[src/rtl/wb_signal_generator.sv]
// rtl/wb_signal_generator.sv - Wishbone square-wave/burst generator; SIGGEN_IRQ_EN adds irq_o
module wb_signal_generator #(
  parameter logic [31:0] BASE_ADDR = 32'h0000_0300,
  parameter int          CNT_W     = 24
) (
  input  logic        clk_i,
  input  logic        rst_i,
  input  logic [31:0] addr_i,
  input  logic [31:0] dat_i,
  output logic [31:0] dat_o,
  input  logic        we_i,
  input  logic [3:0]  sel_i,
  input  logic        cyc_i,
  input  logic        stb_i,
  output logic        ack_o,
  output logic        err_o,
  output logic        rty_o,
  output logic        signal_o,
  output logic        busy_o
`ifdef SIGGEN_IRQ_EN
  ,
  output logic        irq_o
`endif
);

  typedef enum logic [1:0] {IDLE, PHASE_A, PHASE_B} state_t;

  state_t             state;
  logic               en, burst, pol, done, irq_bit;
  logic [CNT_W-1:0]   half_period, burst_count, shadow, half_cnt, remaining;
  logic [CNT_W-1:0]   hp_new, bc_new;
  logic [CNT_W:0]     cnt_inc;
  logic               hit, accept, wr, hp_err, st_err, bus_err, do_write;
  logic               ctrl_wr, clr_done, pol_nxt, half_end, unused_addr;
  logic [1:0]         reg_sel;
  logic [31:0]        mask, wdata, rdata;

`ifdef SIGGEN_IRQ_EN
  logic irq_en;
  assign irq_bit = irq_en;
`else
  assign irq_bit = 1'b0;
`endif

  assign rty_o       = 1'b0;
  assign unused_addr = ^addr_i[1:0];
  assign hit      = cyc_i & stb_i & (addr_i[31:4] == BASE_ADDR[31:4]);
  assign accept   = hit & ~ack_o & ~err_o;
  assign wr       = accept & we_i;
  assign reg_sel  = addr_i[3:2];
  assign mask     = {{8{sel_i[3]}}, {8{sel_i[2]}}, {8{sel_i[1]}}, {8{sel_i[0]}}};
  assign wdata    = dat_i & mask;
  assign hp_new   = CNT_W'((32'(half_period) & ~mask) | wdata);
  assign bc_new   = CNT_W'((32'(burst_count) & ~mask) | wdata);
  assign hp_err   = wr & (reg_sel == 2'd1) & sel_i[0] & (wdata[CNT_W-1:0] == '0);
  assign st_err   = wr & (reg_sel == 2'd3) & ~wdata[1] & (|(wdata & ~32'h2));
  assign bus_err  = hp_err | st_err;
  assign do_write = wr & ~bus_err;
  assign ctrl_wr  = do_write & (reg_sel == 2'd0) & sel_i[0];
  assign clr_done = do_write & (reg_sel == 2'd3) & wdata[1];
  // A POL write must show on the level driven at the same edge
  assign pol_nxt  = ctrl_wr ? dat_i[2] : pol;
  assign cnt_inc  = {1'b0, half_cnt} + (CNT_W+1)'(1);
  assign half_end = cnt_inc >= {1'b0, shadow};

  always_comb begin
    rdata = '0;
    case (reg_sel)
      2'd0:    rdata = {28'd0, irq_bit, pol, burst, en};
      2'd1:    rdata = 32'(half_period);
      2'd2:    rdata = 32'(burst_count);
      default: rdata = (32'(remaining) << 8) | {30'd0, done, busy_o};
    endcase
  end

  always_ff @(posedge clk_i or negedge rst_i) begin
    if (!rst_i) begin
      state       <= IDLE;
      ack_o       <= 1'b0;
      err_o       <= 1'b0;
      dat_o       <= '0;
      signal_o    <= 1'b0;
      busy_o      <= 1'b0;
      en          <= 1'b0;
      burst       <= 1'b0;
      pol         <= 1'b0;
      done        <= 1'b0;
      half_period <= CNT_W'(1);
      burst_count <= '0;
      shadow      <= CNT_W'(1);
      half_cnt    <= '0;
      remaining   <= '0;
`ifdef SIGGEN_IRQ_EN
      irq_en      <= 1'b0;
`endif
    end else begin
      ack_o <= 1'b0;
      err_o <= 1'b0;
      dat_o <= '0;
      if (accept) begin
        if (bus_err) err_o <= 1'b1;
        else         ack_o <= 1'b1;
        if (!we_i)   dat_o <= rdata;
      end

      // Clear precedes the FSM so a same-cycle DONE set wins
      if (clr_done) done <= 1'b0;

      if (state != IDLE && !en) begin
        state    <= IDLE;
        busy_o   <= 1'b0;
        half_cnt <= '0;
        signal_o <= pol_nxt;
      end else begin
        case (state)
          IDLE: begin
            half_cnt <= '0;
            signal_o <= pol_nxt;
            if (en) begin
              if (burst && burst_count == '0) begin
                done <= 1'b1;
                en   <= 1'b0;
              end else begin
                shadow    <= half_period;
                remaining <= burst_count;
                state     <= PHASE_A;
                busy_o    <= 1'b1;
                signal_o  <= ~pol_nxt;
              end
            end
          end
          PHASE_A: begin
            if (half_end) begin
              half_cnt <= '0;
              state    <= PHASE_B;
              signal_o <= pol_nxt;
            end else begin
              half_cnt <= cnt_inc[CNT_W-1:0];
              signal_o <= ~pol_nxt;
            end
          end
          PHASE_B: begin
            if (!half_end) begin
              half_cnt <= cnt_inc[CNT_W-1:0];
              signal_o <= pol_nxt;
            end else begin
              half_cnt <= '0;
              if (burst && remaining <= CNT_W'(1)) begin
                remaining <= '0;
                state     <= IDLE;
                busy_o    <= 1'b0;
                done      <= 1'b1;
                en        <= 1'b0;
                signal_o  <= pol_nxt;
              end else begin
                if (burst) remaining <= remaining - CNT_W'(1);
                shadow   <= half_period;
                state    <= PHASE_A;
                signal_o <= ~pol_nxt;
              end
            end
          end
          default: state <= IDLE;
        endcase
      end

      // Bus writes come last so software wins over the FSM's EN clear
      if (do_write) begin
        case (reg_sel)
          2'd0: if (sel_i[0]) begin
            en    <= dat_i[0];
            burst <= dat_i[1];
            pol   <= dat_i[2];
`ifdef SIGGEN_IRQ_EN
            irq_en <= dat_i[3];
`endif
          end
          2'd1:    half_period <= hp_new;
          2'd2:    burst_count <= bc_new;
          default: ;
        endcase
      end
    end
  end

`ifdef SIGGEN_IRQ_EN
  always_ff @(posedge clk_i or negedge rst_i) begin
    if (!rst_i) irq_o <= 1'b0;
    else        irq_o <= done & irq_en;
  end
`endif

endmodule
[config.mk]
export PLATFORM = sky130hd
export DESIGN_NAME = wb_signal_generator
export DESIGN_NICKNAME = d
export VERILOG_FILES = /design/src/rtl/wb_signal_generator.sv
export SDC_FILE = /design/constraint.sdc
export NUM_CORES = 1
export LEC_CHECK = 0
export CELL_PAD_IN_SITES_DETAIL_PLACEMENT = 1
export CELL_PAD_IN_SITES_GLOBAL_PLACEMENT = 2
export CORE_ASPECT_RATIO = 1.75
export CORE_MARGIN = 8
export CORE_UTILIZATION = 39
export CTS_CLUSTER_SIZE = 40
export DETAILED_ROUTE_END_ITERATION = 12
export PLACE_DENSITY_LB_ADDON = 0.1
export SYNTH_ARGS = -nofsm -noshare
export SYNTH_HDL_FRONTEND = slang
export SYNTH_SLANG_ARGS = --single-unit
[constraint.sdc]
create_clock -name clk_i -period 7.9 [get_ports clk_i]
set_input_delay 1.58 -clock clk_i [delete_from_list [all_inputs] [get_ports clk_i]]
set_output_delay 1.58 -clock clk_i [all_outputs]
set_load 0.01 [all_outputs]
; ---- Yosys cells after proc, flatten, opt, wreduce, memory -nomap -nowiden
; Cells that the tools add are included.
; Widths: inputs -> output; s select.
[classes]
addsub = 2
mux = 58
n_div = 0
n_lt_le_gt_ge = 2
n_eq_ne = 16
reduce_logical = 22
bitwise_logic = 30
multipliers = 0
shift = 0
[ops]
columns = operator, count
row1 = $mux 24, 11
row2 = $pmux 24 s2, 3
row3 = $pmux 32 s3, 1
row4 = $mux 32, 2
row5 = $and 24x24->24, 2
row6 = $logic_not 24->1, 2
row7 = $or 24x24->24, 2
row8 = $and 32x32->32, 1
row9 = $or 32x2->32, 1
row10 = $mux 1, 31
row11 = $reduce_or 31->1, 1
row12 = $eq 28x6->1 const B, 1
row13 = $add 24x1->25 const B, 1
row14 = $ge 25x24->1, 1
row15 = $le 24x1->1 const B, 1
row16 = $not 24->24, 1
row17 = $sub 24x1->24 const B, 1
row18 = $ne 3x3->1 const B, 6
row19 = $and 1x1->1, 16
row20 = $reduce_and 6->1, 2
row21 = $mux 2, 5
row22 = $ne 2x2->1 const B, 4
row23 = $eq 2x2->1 const B, 3
row24 = $not 1->1, 6
row25 = 16 further kinds, 25
[word_totals]
memories = 0
reg_bits = 162
latchBits = 0
romBits = 0
ramBits = 0

; ---- Logic depth before layout (Yosys ltp)
; Gate-level depths: netlist of the first run.
[depth]
word_depth = 19
ltp_mapped = 18

; ---- Worst setup path before layout of the first run
; OpenSTA, ideal clock, no wires.
[synth_path]
kind = register to register
from = reg half_cnt[5]
to = reg shadow[13]
n_path_buf = 4
slack_ns = 3.795
arrival_time_ns = 3.980
path_stages_with_launch = 17
period_less_slack_ns = 4.105
path_cell_list = dfrtp_1 clkbuf_1 nand4_1 or3_1 clkbuf_1 nor3_1 nand3_1 xnor2_1 ha_1 nor2b_1 a311o_1 or3b_2 nand2_1 a21bo_2 buf_2 buf_2 mux2_2
[synth_between]
elab_chain_cells = 4
[synth_rtl]
columns = element, line
row1 = start: declaration, 30  ; logic [CNT_W-1:0] half_period, burst_count, shadow, half_cnt, remaining;
row2 = start signal: assignment, 138  ; half_cnt <= cnt_inc[CNT_W-1:0];
row3 = start signal: assignment, 144  ; half_cnt <= cnt_inc[CNT_W-1:0];
row4 = $add 24x1->25, 63  ; assign cnt_inc = {1'b0, half_cnt} + (CNT_W+1)'(1);
row5 = $ge 25x24->1, 64  ; assign half_end = cnt_inc >= {1'b0, shadow};
row6 = $ne 2x2->1 (no source line), --
row7 = $reduce_and 6->1 (no source line), --
row8 = end signal: assignment, 124  ; shadow <= half_period;
row9 = end signal: assignment, 157  ; shadow <= half_period;
row10 = end: declaration, 30
; No other way between the ends.
; A chain may end at the register's enable or synchronous reset.

; ---- Worst setup path in the final report of the first run
[layout_path]
from = reg half_cnt[5]
to = reg remaining[11]
[layout_between]
elab_chain_cells = 4
[layout_rtl]
columns = element, line
row1 = $add 24x1->25, 63
row2 = $ge 25x24->1, 64
row3 = $ne 2x2->1 (no source line), --
row4 = $reduce_and 6->1 (no source line), --
row5 = end signal: assignment, 125  ; remaining <= burst_count;
row6 = end signal: assignment, 156  ; if (burst) remaining <= remaining - CNT_W'(1);
row7 = end: declaration, 30
; No other way between the ends.

==> results of run 1 <==
-- worst reg2reg max path, stage by stage, from the launching register on --
cell and delay (ps):
dfrtp_1 470, nand4_1 260, or3_1 510, nor3_1 660, nand3_1 180, xnor2_1 270
ha_1 300, nand4_1 160, nor2_1 100, a2bb2oi_1 170, a21oi_1 100, or3b_2 650
a31oi_4 710, nor2_1 180, a221o_1 340
-- layer usage --
layer / wire [um] / vias to the layer above
li1: - / 3169
met1: 9963 / 3463
met2: 15080 / 109
met3: 647 / 31
met4: 700 / 0
met5: 0 / -
-- cell families after synthesis --
family                     count (synthesis)  synth area share (%)
and+or+nand+nor                          279                 17.08
DFF                                      162                 47.12
AOI/OAI and AO/OA                        158                 12.60
muxes                                     94                 12.57
buffers and inverters                     74                 3.634
adders and majority gates                 31                 4.506
xor gates and xnor gates                  24                 2.442
other                                      1               0.04356
-- synthesized netlist by cell type (all sizes together) (4+ instances only) --
| cell type | count | area (um^2) |
|---|---|---|
| buf | 12 | 80.07 |
| o21ai | 44 | 220.2 |
| or3 | 5 | 31.28 |
| a21oi | 31 | 155.2 |
| nand2 | 72 | 315.3 |
| nor4b | 6 | 52.55 |
| nor2b | 7 | 43.79 |
| clkbuf | 26 | 97.59 |
| xnor2 | 15 | 131.4 |
| a21o | 4 | 30.03 |
| nand2b | 17 | 106.4 |
| a32oi | 4 | 35.03 |
| nor3 | 19 | 95.09 |
| a22o | 4 | 36.29 |
| and2 | 9 | 56.30 |
| nor3b | 4 | 52.55 |
| ha | 31 | 387.9 |
| a22oi | 23 | 172.7 |
| a31oi | 4 | 40.04 |
| inv | 36 | 135.1 |
| o31ai | 9 | 67.56 |
| nand4 | 12 | 75.07 |
| nor2 | 61 | 229.0 |
| nor4 | 23 | 143.9 |
| nand3 | 25 | 125.1 |
| a221o | 9 | 90.09 |
| and3 | 7 | 43.79 |
| xor2 | 9 | 78.83 |
| mux2 | 90 | 1017 |
| dfrtp | 160 | 4004 |
-- power groups by stage --
| stage | combinational [W] | sequential (W) | clock, W |
|---|---|---|---|
| floorplan | 0.0000154 | 0.000845 | 0 |
| global placement | 0.0000779 | 0.000845 | 0 |
| detailed placement | 0.0000799 | 0.000845 | 0 |
| CTS | 0.0000801 | 0.000829 | 0.000929 |
| global route | 0.0000853 | 0.000829 | 0.000963 |
| finish | 0.0000778 | 0.000829 | 0.000911 |
-- worst paths after layout --
| path | from | to | slack (ps) | cells past startpoint |
|---|---|---|---|---|
| setup / recovery | half_cnt[5]$_DFFE_PN0P_ | remaining[11]$_DFFE_PN0P_ | 2730 | 14 |
| hold / removal | shadow[3]$_DFFE_PN0P_ | shadow[3]$_DFFE_PN0P_ | 510 | 1 |
| setup reg to reg | half_cnt[5]$_DFFE_PN0P_ | remaining[11]$_DFFE_PN0P_ | 2730 | 14 |
| hold reg to reg | shadow[3]$_DFFE_PN0P_ | shadow[3]$_DFFE_PN0P_ | 510 | 1 |
| max in group asynchronous | rst_i | dat_o[27]$_DFF_PN0_ | 5650 | 2 |
| min in group asynchronous | rst_i | shadow[12]$_DFFE_PN0P_ | 1120 | 1 |
-- layout make-up --
class	count	area, um^2
clock buffer	18	429.2
clock inverter	13	211.5
fill	2384	11330
inverter	36	135.1
multi-input combinational	587	4255
sequential	162	4056
tap	296	370.4
timing repair buffer	111	1100
-- stage by stage --
step	instance area, um^2	std cells	util, %	hold slack, ps
floorplan	8608	823	-	468.2
global placement	9917	1192	45.30	492.1
detailed placement	9917	1192	45.30	495.9
CTS	10560	1223	48.23	509.3
global route	10560	1223	48.23	521.2
finish	10560	1223	48.23	505.6
==> flow_summary.json, run 1 <==
{
  "status": "finished clean",
  "grt_max_degree": 60,
  "power_w": 0.001818,
  "clock_latency_ps": 430,
  "cap_violations": 0,
  "crit_buf_inv": 0,
  "tightest_slew_ps": 1259,
  "end_kind": "register",
  "viasPerCell": 5.537,
  "min_path_type": "register to register",
  "routed_wirelength_mm": 26.39,
  "clock-sinks": 162,
  "slowest_delay_ps": 700,
  "syn_area_per_cell_um2": 10.46,
  "worstSetupPathType": "register to register",
  "die_w_um": 128.3,
  "cp.required_ps": 8220,
  "clock_skew_ps": 9.081,
  "core_area_um2": 21890,
  "start_util_pct": 39.32,
  "io_buffers": 106,
  "syn_area_um2": 8608,
  "setup_viol": 0,
  "finalCritPeriodShare_pct": 65.44,
  "vias": 6772,
  "cts_setup_buffers": 0,
  "synthCells": 823,
  "row_count": 72,
  "leakage_nw": 4.798,
  "layout_setup_ws_ps": 2730,
  "peakVddDrop_mv": 0.1350,
  "crit_chain": "nand4_1 -> or3_1 -> nor3_1 -> nand3_1 -> xnor2_1 -> ha_1 -> nand4_1 -> nor2_1 -> a2bb2oi_1 -> a21oi_1 -> or3b_2 -> a31oi_4 -> nor2_1 -> a221o_1",
  "combPwrFrac_pct": 4.3,
  "grt_pass1_vias": 7668,
  "gp_congestion": 0.8401,
  "h-tree-depth": 4,
  "final_common_cell": "dfrtp_1",
  "grt-ovfl-total": 0,
  "rsz0062_at_grt": "no",
  "slew_violations": 0,
  "synth_enable_flop_cells": 0,
  "nNetsFinal": 1019,
  "tns_ps": 0,
  "die_h_um": 212.5,
  "slowest_stage": "a31oi_4",
  "min_period_ps": 5170,
  "async_reset_ff_share_pct": 100.0,
  "seq_area_frac_synth_pct": 47.12,
  "cts_buffer_depth": 2,
  "diodes": 0,
  "synth.distinct_cells": 67,
  "dr.pass1.iters": 4,
  "cts_hold_buffers": 0,
  "met3_usage_pct": 3.541,
  "cts_tree": "done",
  "finalHoldViolCount": 0,
  "antenna_found_initial": 1,
  "start_kind": "register",
  "dp_hpwl_mm": 20.30,
  "clk_pin_slew_ps": 70,
  "switching_power_w": 0.0003916,
  "grt_util_met2_pct": 38.75,
  "drt_iter0_markers": 244,
  "synth_fp_nets": 927,
  "power_frac_clock_pct": 50.1,
  "cts-buffers-inserted": 17,
  "cts_resized": 0,
  "final_cell_mix": "160 x dfrtp_1, 105 x clkdlybuf4s50_1, 87 x mux2_2",
  "met1_usage_pct": 21.36,
  "p_per_area_nw_per_um2": 172.2,
  "place_worst_setup_slack_ps": 2683,
  "cpLargestDelayFamily": "simple AND/OR/NAND/NOR gates",
  "grt.busiest_layer": "met2",
  "fmax_ghz": 0.1934,
  "ios": 110,
  "p_seq_share_pct": 45.6,
  "ys_warn_count": 0,
  "synth-seq-cells": 162,
  "area_delta_synth_final_pct": 22.65,
  "cts_root_buf": "clkbuf_16",
  "drcViolationCount": 0,
  "path_max_fanout": 27,
  "ant_nets": 0,
  "drive_above_1_share_pct": 16.07,
  "wire_per_inst_um": 21.58,
  "p_int_w": 0.001426,
  "synthFlopType": "dfrtp_1",
  "die_area_um2": 27270,
  "slew-limit-headroom_pct": 15.76,
  "arrival_ps": 5490,
  "swShare_pct": 21.54,
  "grt.total_usage_pct": 20.32,
  "grt_pass1_wl_mm": 42.32
}
No activity file was read; power rests on OpenSTA's default activity.
==> run 2, diff against run 1 <==
CORE_UTILIZATION = 33   (was 39)
clock period = 4.4 ns   (was 7.9 ns; I/O delays follow)
==> run 2 against run 1 <==
- global-route usage fell by 2.4 points
- utilization decreased by 6.0 points
- clock skew fell by 0.58 ps
- sequential cell count unchanged
- critical path type unchanged
==> flow_summary.json, run 2 (synthesis results as in run 1) <==
{
  "clk_pin_slew_ps": 60,
  "p_per_area_nw_per_um2": 296.4,
  "tns_ps": 0,
  "tightest_slew_ps": 1187,
  "cts_buffer_depth": 2,
  "peakVddDrop_mv": 0.2643,
  "dp.cells": 1254,
  "ant_nets": 0,
  "finalCritPeriodShare_pct": 92.88,
  "fmax_ghz": 0.2447,
  "cts_resized": 0,
  "slew_violations": 0,
  "start_kind": "register",
  "diodes": 0,
  "hold_ws_ps": 483.0,
  "worstSetupPathType": "register to register",
  "final_common_cell": "dfrtp_1",
  "cts_hold_buffers": 0,
  "grt_pass1_vias": 7782,
  "cap_violations": 0,
  "start_util_pct": 33.41,
  "rsz0062_at_grt": "no",
  "drive_above_1_share_pct": 19.25,
  "arrival_ps": 4410,
  "fin_cells": 1286,
  "routed_wirelength_mm": 28.21,
  "dr.pass1.iters": 7,
  "clock_latency_ps": 440,
  "fin_area_um2": 10890,
  "fillers": 2901,
  "viasPerCell": 5.355,
  "die_w_um": 138.1,
  "grt-ovfl-total": 0,
  "dpl-instance-area_um2": 10270,
  "cts_tree": "done",
  "cts-buffers-inserted": 17,
  "die_h_um": 229.7,
  "core_area_um2": 25760,
  "min_period_ps": 4087,
  "fin_util_pct": 42.26,
  "end_kind": "register",
  "clock-sinks": 162,
  "drt_iter0_markers": 261,
  "drcViolationCount": 0,
  "setup_viol": 0,
  "row_count": 78,
  "slew-limit-headroom_pct": 20.79,
  "area_delta_synth_final_pct": 26.50,
  "vias": 6886,
  "path_max_fanout": 18,
  "final_cell_mix": "160 x dfrtp_1, 105 x clkdlybuf4s50_1, 87 x mux2_2",
  "min_path_type": "primary input to asynchronous set/reset pin",
  "dp_hpwl_mm": 22.07,
  "cts_setup_buffers": 0,
  "die_area_um2": 31710,
  "antenna_found_initial": 0,
  "nNetsFinal": 1057,
  "grt_pass1_wl_mm": 44.39,
  "h-tree-depth": 4,
  "leakage_nw": 4.985,
  "cp.required_ps": 4720,
  "cts_root_buf": "clkbuf_16",
  "io_buffers": 106,
  "status": "finished clean",
  "grt.total_usage_pct": 17.89,
  "finalHoldViolCount": 0,
  "ios": 110,
  "clock_skew_ps": 8.497,
  "grt_max_degree": 89,
  "wire_per_inst_um": 21.94,
  "gp_congestion": 0.8153
}
-- run 2: metal layers --
layer	up-vias	wire length [um]	global-route usage, %
met2	86	16540	35.68
met3	40	613	3.013
li1	3245	-	-
met1	3515	10370	17.65
met4	0	681	6.960
met5	-	0	0
-- run 2: final timing paths --
path,cells after the start,startpoint,slack [ps],to
hold / removal,1,rst_i,480,half_cnt[21]$_DFFE_PN0P_
setup / recovery,16,half_cnt[1]$_DFFE_PN0P_,310,remaining[12]$_DFFE_PN0P_
hold reg to reg,1,shadow[2]$_DFFE_PN0P_,500,shadow[2]$_DFFE_PN0P_
min in group clk_i,1,shadow[2]$_DFFE_PN0P_,500,shadow[2]$_DFFE_PN0P_
setup reg to reg,16,half_cnt[1]$_DFFE_PN0P_,310,remaining[12]$_DFFE_PN0P_
max in group asynchronous,2,rst_i,2850,shadow[21]$_DFFE_PN0P_
-- run 2: cell type report --
type                            count  area (um^2)  area share (%)
Clock buffer                       20        436.7           4.010
Clock inverter                     12        182.7           1.678
Inverter                           36        135.1           1.241
Multi-Input combinational cell    587         4255           39.08
Sequential cell                   162         4056           37.25
Tap cell                          320        400.4           3.677
Timing Repair Buffer              149         1423           13.06
-- run 2: per-stage QoR --
step                      total power (W)  setup slack (ps)
after floorplan                  0.001545             295.2
after global placement           0.001660             356.2
after detailed placement         0.001663             263.1
after CTS                        0.003277             238.7
after global routing             0.003333             39.77
final                            0.003227             313.1
-- run 2: power by group --
part	leakage [nW]	switching (W)	total [W]	internal (W)
combinational	2.45	0.0000746	0.000142	0.0000678
clock	0.279	0.000644	0.00160	0.000951
sequential	2.25	0.00000000169	0.00149	0.00149
total	4.98	0.000719	0.00323	0.00251
-- run 2: critical path: stages (launching register included) --
cell	delay [ps]
dfrtp_1	410
ha_1	190
nand4_1	150
nor2_1	190
buf_4	170
and3_1	190
nand3_1	100
xnor2_1	230
ha_1	290
a21oi_1	170
nor2b_1	70
a311o_1	370
or3b_2	590
a31oi_4	320
buf_12	190
nor4b_1	60
a221o_1	280
==> run 3, diff against run 2 <==
CELL_PAD_IN_SITES_DETAIL_PLACEMENT = default   (was 1)
CELL_PAD_IN_SITES_GLOBAL_PLACEMENT = default   (was 2)
CORE_UTILIZATION = 51   (was 33)
PLACE_DENSITY = 0.77   (was default)
PLACE_DENSITY_LB_ADDON = default   (was 0.1)
==> run 3 against run 2 <==
- combinational power is essentially flat
- register-to-register slack lost 70 ps
- clock skew grew 0.82 ps
==> flow_summary.json, run 3 (synthesis results as in run 1) <==
{
  "status": "finished clean",
  "grt_max_degree": 82,
  "fin_util_pct": 63.51,
  "end_kind": "register",
  "fillers": 1377,
  "cts_hold_buffers": 0,
  "p_int_w": 0.002439,
  "swShare_pct": 22.06,
  "drcViolationCount": 0,
  "place_worst_setup_slack_ps": 204.7,
  "drt_iter0_markers": 418,
  "dr.pass1.iters": 5,
  "cts_buffer_depth": 2,
  "dp.cells": 1142,
  "diodes": 0,
  "cap_violations": 0,
  "layout_setup_ws_ps": 239.7,
  "start_kind": "register",
  "finalCritPeriodShare_pct": 94.55,
  "cp.required_ps": 4700,
  "power_w": 0.003130,
  "tightest_slew_ps": 1206,
  "nNetsFinal": 1038,
  "die_area_um2": 21460,
  "cts_resized": 0,
  "dp_hpwl_mm": 17.17,
  "power_frac_clock_pct": 48.0,
  "slew_violations": 0,
  "cts_setup_buffers": 0,
  "p_seq_share_pct": 47.6,
  "io_buffers": 106,
  "min_path_type": "primary input to asynchronous set/reset pin",
  "min_period_ps": 4160,
  "fin_cells": 1172,
  "cts-buffers-inserted": 17,
  "cts_tree": "done",
  "start_util_pct": 51.51,
  "routed_wirelength_mm": 23.36,
  "row_count": 63,
  "ant_nets": 0,
  "vias": 6928,
  "p_per_area_nw_per_um2": 294.9,
  "h-tree-depth": 4,
  "final_common_cell": "dfrtp_1",
  "area_delta_synth_final_pct": 23.29,
  "setup_viol": 0,
  "switching_power_w": 0.0006906,
  "clock_skew_ps": 9.318,
  "finalHoldViolCount": 0,
  "grt.total_usage_pct": 22.59,
  "worstSetupPathType": "register to register",
  "cts_root_buf": "clkbuf_16",
  "core_area_um2": 16710,
  "clk_pin_slew_ps": 70,
  "antenna_found_initial": 0,
  "arrival_ps": 4460,
  "grt_pass1_wl_mm": 37.86,
  "slew-limit-headroom_pct": 19.31,
  "grt-ovfl-total": 0,
  "gp_congestion": 0.9215,
  "fmax_ghz": 0.2404,
  "drive_above_1_share_pct": 18.20,
  "grt_pass1_vias": 7151,
  "die_h_um": 187.9,
  "viasPerCell": 5.911,
  "leakage_nw": 4.893,
  "ios": 110,
  "combPwrFrac_pct": 4.4,
  "wire_per_inst_um": 19.93,
  "tns_ps": 0,
  "clock_latency_ps": 430,
  "final_cell_mix": "159 x dfrtp_1, 105 x clkdlybuf4s50_1, 87 x mux2_2",
  "die_w_um": 114.2,
  "clock-sinks": 162,
  "path_max_fanout": 7,
  "peakVddDrop_mv": 0.2045,
  "rsz0062_at_grt": "no"
}
## run 3: layer usage
| metal | wire [um] | GRT usage, % | up-vias |
|---|---|---|---|
| met4 | 1009 | 11.75 | 0 |
| met2 | 13070 | 41.55 | 218 |
| met1 | 8498 | 24.04 | 3446 |
| li1 | - | - | 3203 |
| met5 | 0 | 0 | - |
| met3 | 783 | 3.317 | 61 |
## run 3: final cells by class
cell class	instances	area, um^2	area share (%)
clock inverters	10	126.4	1.191
multi-input cells	587	4275	40.29
repair buffers	130	1267	11.94
clock buffers	20	466.7	4.398
inverters	36	135.1	1.273
flip-flops and latches	162	4058	38.23
well taps	227	284.0	2.676
## run 3: per-stage QoR
step | cell area (um^2) | hold slack, ps
after floorplan | 8608 | 468.2
after global placement | 9998 | 487.7
after detailed placement | 9998 | 493.1
after CTS | 10590 | 506.9
after global routing | 10610 | 521.0
final | 10610 | 473.7
## run 3: worst max-delay path, cell delays in order (launching register included)
cell and delay (ps):
dfrtp_1 470, nand4_1 150, or3_1 410, nor3_1 220
buf_4 170, nand3_1 90, xnor2_1 230, ha_1 290
nand4_1 190, nor2_1 100, nor4b_1 150, o21ai_0 130
or3b_2 590, a31oi_4 300, buf_4 200, nor4_1 60
a221o_1 290
## run 3: worst paths after layout
kind / start / endpoint / slack (ps) / cells past startpoint
worst max-delay path: half_cnt[5]$_DFFE_PN0P_ / remaining[3]$_DFFE_PN0P_ / 240 / 16
worst min-delay path: rst_i / half_cnt[2]$_DFFE_PN0P_ / 470 / 1
worst max register to register: half_cnt[5]$_DFFE_PN0P_ / remaining[3]$_DFFE_PN0P_ / 240 / 16
worst min register to register: shadow[8]$_DFFE_PN0P_ / shadow[8]$_DFFE_PN0P_ / 510 / 1
max in group asynchronous: rst_i / shadow[0]$_DFFE_PN1P_ / 2960 / 2
min in group clk_i: shadow[8]$_DFFE_PN0P_ / shadow[8]$_DFFE_PN0P_ / 510 / 1
## run 3: power by group through the flow
stage               registers (W)  clock network, W  logic [W]
floorplan                 0.00152                 0  0.0000277
global placement          0.00152                 0   0.000139
detailed placement        0.00152                 0   0.000139
CTS                       0.00149           0.00152   0.000140
global route              0.00149           0.00158   0.000151
finish                    0.00149           0.00150   0.000139
